==> src/rtl/ss_retire_sb_pkg.sv <==
// Shared types for the superscalar retire stage and its committed-store buffer.
package ss_retire_sb_pkg;

  localparam int SB_XLEN      = 32;
  localparam int SB_DEPTH_DEF = 4;
  localparam int PRF_SIZE     = 64;
  localparam int RF_SIZE      = 32;
  localparam logic [4:0] ZERO_REG = 5'd0;

  // Store access size as carried in funct3[1:0]
  typedef enum logic [1:0] {
    BYTE   = 2'b00,
    HALF   = 2'b01,
    WORD   = 2'b10,
    DOUBLE = 2'b11
  } MEM_SIZE;

  typedef struct packed {
    logic [6:0] funct7;
    logic [4:0] rs2;
    logic [4:0] rs1;
    logic [2:0] funct3;
    logic [4:0] rd;
    logic [6:0] opcode;
  } R_TYPE;

  typedef struct packed {
    logic [6:0] off;
    logic [4:0] rs2;
    logic [4:0] rs1;
    logic [2:0] funct3;
    logic [4:0] set;
    logic [6:0] opcode;
  } S_TYPE;

  typedef union packed {
    logic [31:0] raw;
    R_TYPE       r;
    S_TYPE       s;
  } INST;

  typedef struct packed {
    INST  inst;
    logic rd_mem;
    logic wr_mem;
    logic halt;
  } PACKET;

  typedef struct packed {
    PACKET                         packet;
    logic [$clog2(PRF_SIZE)-1:0]   tag;
    logic [$clog2(PRF_SIZE)-1:0]   tag_old;
    logic [$clog2(RF_SIZE)-1:0]    dest;
  } ROB_ENTRY;

  // One committed store: 8-byte line address, lane-positioned data, byte enables
  typedef struct packed {
    logic [SB_XLEN-4:0] addr;
    logic [63:0]        data;
    logic [7:0]         be;
  } SB_ENTRY;

endpackage

==> src/rtl/ss_store_fifo.sv <==
// Circular store FIFO: up to WIDTH pushes and one pop per cycle, with a
// per-entry line-address match vector for load probing.
module ss_store_fifo
  import ss_retire_sb_pkg::*;
#(
  parameter int WIDTH    = 2,
  parameter int SB_DEPTH = SB_DEPTH_DEF
) (
  input  logic                        clock,
  input  logic                        reset,
  input  logic [WIDTH-1:0]            push_valid,
  input  SB_ENTRY                     push_entry [WIDTH],
  input  logic                        pop,
  input  logic [SB_XLEN-4:0]          ld_line,
  output SB_ENTRY                     head_entry,
  output logic [$clog2(SB_DEPTH):0]   count,
  output logic [SB_DEPTH-1:0]         ld_match
);

  localparam int PTR_W = $clog2(SB_DEPTH);
  localparam int CNT_W = PTR_W + 1;

  SB_ENTRY             mem_q [SB_DEPTH];
  SB_ENTRY             mem_d [SB_DEPTH];
  logic [SB_DEPTH-1:0] valid_q, valid_d;
  logic [PTR_W-1:0]    head_q, head_d, tail_q, tail_d, wr_ptr;
  logic [CNT_W-1:0]    count_q, count_d;
  logic                pop_ok;

  assign pop_ok = pop && (count_q != '0);

  // Pop the head, then pack the pushing slots into consecutive tail entries.
  // Pushes never land on the popped entry since no drain credit is given.
  always_comb begin
    mem_d   = mem_q;
    valid_d = valid_q;
    head_d  = head_q;
    count_d = count_q;
    wr_ptr  = tail_q;
    if (pop_ok) begin
      valid_d[head_q] = 1'b0;
      head_d          = head_q + 1'b1;
      count_d         = count_d - 1'b1;
    end
    for (int i = 0; i < WIDTH; i++) begin
      if (push_valid[i]) begin
        mem_d[wr_ptr]   = push_entry[i];
        valid_d[wr_ptr] = 1'b1;
        wr_ptr          = wr_ptr + 1'b1;
        count_d         = count_d + 1'b1;
      end
    end
    tail_d = wr_ptr;
  end

  // Control state: pointers, occupancy and valid bits, cleared asynchronously
  always_ff @(posedge clock or posedge reset) begin
    if (reset) begin
      head_q  <= '0;
      tail_q  <= '0;
      count_q <= '0;
      valid_q <= '0;
    end else begin
      head_q  <= head_d;
      tail_q  <= tail_d;
      count_q <= count_d;
      valid_q <= valid_d;
    end
  end

  // Entry payload storage; contents are qualified by valid_q so no reset needed
  always_ff @(posedge clock) begin
    for (int i = 0; i < SB_DEPTH; i++) begin
      mem_q[i] <= mem_d[i];
    end
  end

  assign head_entry = mem_q[head_q];
  assign count      = count_q;

  for (genvar gi = 0; gi < SB_DEPTH; gi++) begin : g_match
    assign ld_match[gi] = valid_q[gi] && (mem_q[gi].addr == ld_line);
  end

endmodule

==> src/rtl/ss_retire_sb.sv <==
// Superscalar retire stage: retires an in-order prefix of the ROB head and
// turns retiring stores into byte-masked 64-bit writes for the store buffer.
module ss_retire_sb
  import ss_retire_sb_pkg::*;
#(
  parameter int WIDTH    = 2,
  parameter int SB_DEPTH = SB_DEPTH_DEF,
  parameter int XLEN     = SB_XLEN
) (
  input  logic                                     clock,
  input  logic                                     reset,
  input  logic [WIDTH-1:0]                         rtr,
  input  ROB_ENTRY [WIDTH-1:0]                     rob_head,
  input  logic [WIDTH-1:0][XLEN-1:0]               st_addr,
  input  logic [WIDTH-1:0][XLEN-1:0]               st_data,
  output logic [WIDTH-1:0]                         inst_retire,
  output logic [WIDTH-1:0][$clog2(PRF_SIZE)-1:0]   preg,
  output logic [WIDTH-1:0][$clog2(PRF_SIZE)-1:0]   pregold,
  output logic [WIDTH-1:0][$clog2(RF_SIZE)-1:0]    dest_reg,
  output logic [WIDTH-1:0]                         halt,
  output logic [WIDTH-1:0]                         retire_load,
  output logic                                     dc_req_valid,
  output logic [63:0]                              dc_req_addr,
  output logic [63:0]                              dc_req_data,
  output logic [7:0]                               dc_req_be,
  input  logic                                     dc_req_ready,
  input  logic [XLEN-1:0]                          ld_addr,
  output logic                                     ld_conflict,
  output logic                                     sb_empty,
  output logic [$clog2(SB_DEPTH):0]                sb_count
);

  localparam int CNT_W = $clog2(SB_DEPTH) + 1;

  SB_ENTRY             push_entry [WIDTH];
  SB_ENTRY             head_entry;
  logic [WIDTH-1:0]    push_valid;
  logic [SB_DEPTH-1:0] ld_match;
  logic [CNT_W-1:0]    free_slots, st_seen;
  logic                prefix_ok, slot_ok;
  logic                unused_bits;

  assign unused_bits = ^{rob_head, ld_addr[2:0]};
  assign sb_empty    = (sb_count == '0);
  assign free_slots  = CNT_W'(SB_DEPTH) - sb_count;

  // In-order retire prefix: stores need room counted against the registered
  // occupancy; a halt needs an empty buffer and no older store in the bundle.
  always_comb begin
    inst_retire = '0;
    halt        = '0;
    retire_load = '0;
    push_valid  = '0;
    st_seen     = '0;
    prefix_ok   = 1'b1;
    slot_ok     = 1'b1;
    for (int j = 0; j < WIDTH; j++) begin
      slot_ok = 1'b1;
      if (rob_head[j].packet.halt) begin
        slot_ok = sb_empty && (st_seen == '0);
      end else if (rob_head[j].packet.wr_mem) begin
        slot_ok = (st_seen + 1'b1) <= free_slots;
      end
      if (prefix_ok && rtr[j] && slot_ok) begin
        inst_retire[j] = 1'b1;
        halt[j]        = rob_head[j].packet.halt;
        retire_load[j] = rob_head[j].packet.rd_mem;
        push_valid[j]  = rob_head[j].packet.wr_mem && !rob_head[j].packet.halt;
        if (rob_head[j].packet.halt) begin
          prefix_ok = 1'b0;
        end
      end else begin
        prefix_ok = 1'b0;
      end
      if (rob_head[j].packet.wr_mem) begin
        st_seen = st_seen + 1'b1;
      end
    end
  end

  for (genvar gi = 0; gi < WIDTH; gi++) begin : g_slot
    logic [7:0]  size_mask;
    logic [63:0] lane_mask;
    logic [2:0]  offset;
    logic [63:0] lane_data;
    SB_ENTRY     entry;

    assign preg[gi]     = rob_head[gi].tag;
    assign pregold[gi]  = rob_head[gi].tag_old;
    assign dest_reg[gi] = rob_head[gi].dest;

    // Size-aligned offset and byte/data masks; size code 3 behaves as a word
    always_comb begin
      case (MEM_SIZE'(rob_head[gi].packet.inst.r.funct3[1:0]))
        BYTE: begin
          size_mask = 8'h01;
          lane_mask = 64'h0000_0000_0000_00FF;
          offset    = st_addr[gi][2:0];
        end
        HALF: begin
          size_mask = 8'h03;
          lane_mask = 64'h0000_0000_0000_FFFF;
          offset    = {st_addr[gi][2:1], 1'b0};
        end
        default: begin
          size_mask = 8'h0F;
          lane_mask = 64'h0000_0000_FFFF_FFFF;
          offset    = {st_addr[gi][2], 2'b00};
        end
      endcase
    end

    assign lane_data  = {{(64-XLEN){1'b0}}, st_data[gi]} & lane_mask;
    assign entry.addr = st_addr[gi][XLEN-1:3];
    assign entry.be   = size_mask << offset;
    assign entry.data = (rob_head[gi].packet.inst.s.rs2 == ZERO_REG) ? 64'd0
                                                                     : (lane_data << {offset, 3'b000});
    assign push_entry[gi] = entry;
  end

  ss_store_fifo #(
    .WIDTH    (WIDTH),
    .SB_DEPTH (SB_DEPTH)
  ) u_fifo (
    .clock      (clock),
    .reset      (reset),
    .push_valid (push_valid),
    .push_entry (push_entry),
    .pop        (dc_req_valid && dc_req_ready),
    .ld_line    (ld_addr[XLEN-1:3]),
    .head_entry (head_entry),
    .count      (sb_count),
    .ld_match   (ld_match)
  );

  assign dc_req_valid = (sb_count != '0);
  assign dc_req_addr  = 64'({head_entry.addr, 3'b000});
  assign dc_req_data  = head_entry.data;
  assign dc_req_be    = head_entry.be;
  assign ld_conflict  = |ld_match;

endmodule

==> config.mk <==
export PLATFORM = sky130hd
export DESIGN_NAME = ss_retire_sb
export DESIGN_NICKNAME = d
export VERILOG_FILES = /design/src/rtl/ss_retire_sb_pkg.sv /design/src/rtl/ss_store_fifo.sv /design/src/rtl/ss_retire_sb.sv
export SDC_FILE = /design/constraint.sdc
export NUM_CORES = 1
export LEC_CHECK = 0
export ABC_AREA = 1
export BUFFER_PORTS_ARGS = -buffer_cell sky130_fd_sc_hd__buf_2
export CELL_PAD_IN_SITES_DETAIL_PLACEMENT = 1
export CELL_PAD_IN_SITES_GLOBAL_PLACEMENT = 2
export CORE_ASPECT_RATIO = 1.75
export CORE_MARGIN = 5
export CORE_UTILIZATION = 29
export CTS_CLUSTER_DIAMETER = 30
export DETAILED_ROUTE_END_ITERATION = 10
export PLACE_DENSITY_LB_ADDON = 0.1
export RECOVER_POWER = 25
export SLEW_MARGIN = 20
export SYNTH_ARGS = -nofsm -noshare
export SYNTH_HDL_FRONTEND = slang
export SYNTH_SLANG_ARGS = --single-unit
export TNS_END_PERCENT = 50
==> constraint.sdc <==
create_clock -name clock -period 3.22 [get_ports clock]
set_clock_uncertainty 0.15 [all_clocks]
set_input_delay 0.322 -clock clock [delete_from_list [all_inputs] [get_ports clock]]
set_output_delay 0.322 -clock clock [all_outputs]
set_load 0.02 [all_outputs]
# After elaboration in Yosys (flattened, before gate mapping)
# Cells that the tools add are included.
# W data, S select, Z words.
[totals]
reg_bits = 415
latch_bits = 0
ram_bits = 0
romBits = 0
inputBits = 269
output_inout_bits = 182
word_cells = 131
mem_count = 0
[classes]
addsub = 8
mul = 0
div = 0
n_lt_le_gt_ge = 13
eq_ne = 6
shifts = 4
muxes = 48
n_bitwise = 9
reduce_logical = 27
[op_table]
columns = ["op", "n"]
rows = [
  ["$bwmux W404", 2],
  ["$mux W404", 2],
  ["$demux W101 S2", 2],
  ["$mux W101", 4],
  ["$bmux W101 S2", 1],
  ["$and A32 B64 Y64", 2],
  ["$mux W64", 2],
  ["$pmux W32 S2", 2],
  ["$shl A64 B6 Y64", 2],
  ["$eq A29 B29 Y1", 4],
  ["$mux W1", 18],
  ["$logic_and A1 B1 Y1", 17],
  ["$pmux W4 S2", 2],
  ["$shl A4 B3 Y8", 2],
  ["$mux W4", 3],
  ["$logic_not A5 Y1", 2],
  ["$add A3 B1 Y3 const B", 3],
  ["$ge A3 B3 Y1 const B", 3],
  ["$lt A2 B3 Y1 const B", 3],
  ["$mux W3", 3],
  ["$not A2 Y3", 3],
  ["$or A4 B4 Y4", 2],
  ["$pmux W2 S2", 2],
  ["$add A2 B1 Y2 const B", 3],
  ["other kinds (16)", 26],
]

# Logic depth before layout (Yosys ltp)
[logic_depth]
ltp_word = 14
depth_mapped = 17
ltp_nobuf = 15

# By module
# A second synthesis with hierarchy kept.
[unflattened]
cells_unflattened = 3949
hier_area_um2 = 24621.1
[by_module_without_submodules]
columns = ["module", "n_inst", "cells_per_inst", "area_per_inst_um2", "seq_area_each_um2"]
rows = [
  ["ss_store_fifo", 1, 3455, 22231.3, 8363.0],
  ["ss_retire_sb", 1, 494, 2389.8, 0.0],
]

# Least setup slack after synthesis
# No wires, ideal clock.
[synth_timing]
path_kind = "flip-flop to flip-flop"
startpoint = "reg u_fifo.count_q[0] (netlist: u_fifo.count[0])"
endpoint = "reg u_fifo.valid_q[2]"
setup_time_ps = 134
arrival_ps = 2738
required_ps = 2936
path_slack_ps = 198
path_stages_with_launch = 15
n_path_buf = 3
synth_period_minus_slack_ps = 3022
path_cell_list = "dfrtp_1 > inv_1 > ha_1 > ha_1 > inv_2 > a21boi_1 > nand3_1 > buf_4 > xor2_1 > inv_1 > ha_1 > nand2_1 > buf_2 > buf_2 > nand3_1"
[synth_between]
elab_cells_between_ends = 29
cone_classes = "add/sub: 1; order compare: 4; mux: 13; bitwise: 2; reduce/logical: 9"
[synth_lines]
columns = ["item", "line", "text"]
rows = [
  ["start, declared", "ss_store_fifo.sv:27", "logic [CNT_W-1:0] count_q, count_d;"],
  ["start signal, assigned", "ss_store_fifo.sv:66", "count_q <= count_d;"],
  ["$logic_not A3 Y1 *", "ss_retire_sb.sv:44", "assign sb_empty = (sb_count == '0);"],
  ["net sb_empty", "ss_retire_sb.sv:29", "output logic sb_empty,"],
  ["$mux W1", "ss_retire_sb.sv:59", "if (rob_head[j].packet.halt) begin"],
  ["$logic_and A1 B1 Y1", "ss_retire_sb.sv:64", "if (prefix_ok && rtr[j] && slot_ok) begin"],
  ["$mux W1", "ss_retire_sb.sv:64", ""],
  ["$mux W2", "ss_store_fifo.sv:46", "if (push_valid[i]) begin"],
  ["$lt A2 B3 Y1 (implied by the code) / $ge A2 B1 Y1 (equally long branches)", "ss_store_fifo.sv:48", "valid_d[wr_ptr] = 1'b1;"],
  ["$logic_and A1 B1 Y1 (implied by the code)", "ss_store_fifo.sv:48", ""],
  ["$mux W1 (implied by the code)", "ss_store_fifo.sv:48", ""],
  ["$demux W1 S2", "-", ""],
  ["$or A4 B4 Y4 (no line)", "-", ""],
  ["$mux W4 *", "ss_store_fifo.sv:46", ""],
  ["net u_fifo.valid_d[2]", "ss_store_fifo.sv:25", "logic [SB_DEPTH-1:0] valid_q, valid_d;"],
  ["end signal, assigned", "ss_store_fifo.sv:67", "valid_q <= valid_d;"],
  ["end, declared", "ss_store_fifo.sv:25", ""],
]
# The timed path passes the listed nets; every way through them passes the cells marked *.
# A chain may end at the register's enable or synchronous reset.

# Final worst setup path
[layout_timing]
startpoint = "reg u_fifo.head_q[1]"
endpoint = "out dc_req_addr[17]"
[layout_between]
elab_chain_cells = 4
[layout_lines]
columns = ["item", "line", "text"]
rows = [
  ["start, declared", "ss_store_fifo.sv:26", "logic [PTR_W-1:0] head_q, head_d, tail_q, tail_d, wr_ptr;"],
  ["start signal, assigned", "ss_store_fifo.sv:59", "head_q <= '0;"],
  ["start signal, assigned", "ss_store_fifo.sv:64", "head_q <= head_d;"],
  ["$not A2 Y3 (implied by the code)", "ss_store_fifo.sv:78", "assign head_entry = mem_q[head_q];"],
  ["$bmux W101 S2", "ss_store_fifo.sv:78", ""],
  ["$mux W101 (implied by the code) (2 in series)", "ss_store_fifo.sv:78", ""],
  ["end, declared", "ss_retire_sb.sv:23", "output logic [63:0] dc_req_addr,"],
]
# No other way between the ends. The select of a mux whose other input is x is not followed.

==> results.cfg <==
[run_status]
status = complete, no violations

[grt]
grt_pass1_wl_mm = 197
antenna_found_initial = 1
grt_overflow = 0
grtUsageTotal_pct = 28.3
grt_max_degree = 90
grt_pass1_vias = 30200

[synthesis]
synth.cell_area_um2 = 25000
yosys.area.top_type = dfxtp_1
synth_edf_count = 0
ys.flop_type = dfxtp_1
synth_cell_type_count = 36
syn_avg_cell_area_um2 = 5.80
synth_area_leaders = dfxtp_1, nand2_1, o21ai_0
yosysWarningCount = 0
ys_seq_elements = 415
ys_seq_area_share_pct = 33.4
yosys.area.top_type_share_pct = 32.3
async_reset_ff_share_pct = 2.65
netlist_instances = 4310

[floorplanning]
start_util_pct = 29.2
dieArea_um2 = 92400
io_pins = 451
die_w_um = 232
die_h_um = 398
rows = 142
coreArea_um2 = 85600

[place]
globalplace.congestion = 0.926
hpwl_mm = 95.8
io_buffers = 294

[clock_tree]
clk_path_buf_depth = 3
path_clk_slew_ps = 40
clk_latency_ps = 670
cts_buffers = 106
h-tree-depth = 3
cts_sinks = 415
cts-root-buf = clkbuf_16
cts_tree = built

[route]
drc_errors = 0
drt-vias-per-instance = 4.99
routed_wl_mm = 135
dr.pass1.iters = 5
vias = 29200
detail_route.wl_per_cell_um = 23.0
drt_iter0_markers = 1573
postRouteAntennaNets = 0

[worst_setup_path]
cp_data_arrival_time_ps = 2680
path_class = register to primary output
cp-end-kind = primary output
worstPathMaxFanout = 34
crit_required_ps = 2750
startpoint_type = register

[timing]
final_max_slew_viol_count = 0
setup_tns_ps = 0
max-slew-margin-rel_pct = 49.2
setup_viol = 0
tightest_slew_ps = 762
period_share_pct = 97.8
rsz0062_at_grt = no
post-route-min-period_ps = 3150
fmaxAchievable_ghz = 0.318
hold_viol = 0

[finish]
area_growth_pct = 29.6
nets = 4899
layout-drive-gt1-share_pct = 12.8
final_common_cell = nand2_1
mostFrequentLayoutCells = nand2_1, o21ai_0, dfxtp_1

[power_and_ir_drop]
max-vdd-ir-drop_mv = 0.474
p_leak_uw = 0.0156
power_uw = 33600
p_per_area_nw_per_um2 = 1040

[flow_run]
cap_violations = 0

[worst_hold_path]
hp-class = input pin to register
[final timing paths]
kind                                               from                            to  slack (ps)  cells past startpoint
max                        u_fifo.head_q[1]$_DFFE_PP0P_               dc_req_addr[17]          70                      5
min                                        rob_head[70]     u_fifo.count[1]$_DFF_PP0_          50                      7
max reg2reg                   u_fifo.count[0]$_DFF_PP0_     u_fifo.mem_q[299]$_DFF_P_         280                     14
min reg2reg                   u_fifo.mem_q[367]$_DFF_P_     u_fifo.mem_q[367]$_DFF_P_         390                      4
max in group asynchronous                         reset  u_fifo.head_q[0]$_DFFE_PP0P_        2350                      3
min in group asynchronous                         reset   u_fifo.valid_q[3]$_DFF_PP0_         130                      3
[sequential cells by signal (all words and copies together), names as in the netlist]
register and flops:
u_fifo.mem_q 404, u_fifo.valid_q 4, u_fifo.tail_q 2, u_fifo.head_q 2
u_fifo.count 3
[cells in the mapped netlist (10+ instances only)]
library cell / count
nand2_1: 2086
o21ai_0: 608
dfxtp_1: 404
nor2_1: 332
inv_1: 198
clkbuf_1: 151
buf_2: 90
buf_4: 78
o22ai_1: 78
nand3_1: 73
a21oi_1: 72
o21ai_1: 47
ha_1: 19
dfrtp_1: 11
xor2_1: 10
[per-layer routing]
metal	share of wire [%]	up-vias	global-route usage, %	wire, um
met5	0	-	0	0
met4	6.6	0	16.3	8900
met3	3.9	282	3.31	5320
met2	51	795	52.0	68400
met1	39	14000	31.0	52300
li1	-	14100	-	-
[stage by stage]
step / instances / instance area, um^2 / setup slack [ps] / hold WS (ps) / utilization [%]
floorplan: 4344 / 25100 / 198 / 24.4 / -
global placement: 5588 / 28100 / 132 / 262 / 32.8
detailed placement: 5588 / 28100 / 60.1 / 255 / 32.8
CTS: 5847 / 32300 / 18.4 / 6.44 / 37.8
global route: 5852 / 32400 / 22.8 / 90.8 / 37.8
finish: 5853 / 32400 / 70.5 / 48.3 / 37.8
[power by group]
part	switching [uW]	total, uW	internal, uW
sequential	1400	8770	7370
combinational	9560	14100	4510
clock	3560	10700	7170
[cell families (layout without fill, tap and decap cells)]
| kind of cell | Yosys count | count (layout) | synth area share (%) |
|---|---|---|---|
| adder cells (fa/ha/maj) | 19 | 19 | 0.951 |
| buffers and inverters | 533 | 888 | 9.77 |
| flip-flops | 415 | 415 | 33.4 |
| AO/OA/AOI/OAI | 820 | 820 | 17.0 |
| XOR/XNOR | 13 | 13 | 0.455 |
| other | 1 | 37 | 0.0150 |
| AND/OR/NAND/NOR | 2509 | 2509 | 38.4 |
[critical path, cell delays in order, from the launching register on]
cell and delay, ps:
dfrtp_2 600, inv_6 440, buf_12 260, o21ai_0 120, o22ai_1 290, buf_2 240
[repair_timing]
item,4_1_cts,5_1_grt
endpoints found under the setup margin,13,209
gates cloned,0,1
pin swaps,0,1
hold endpoints to repair,150,0
resized for setup,2,11
hold buffers,63,0
buffers inserted,0,3
[cell type report]
cell class | instances | area (um^2)
fill | 11300 | 53200
sequential | 415 | 8370
clock inverter | 45 | 473
antenna | 2 | 5.00
inverter | 203 | 783
multi-input combinational | 3396 | 14500
timing repair buffer | 489 | 3700
tap | 1152 | 1440
clock buffer | 151 | 3160
Power figures use the tool's default switching activity.
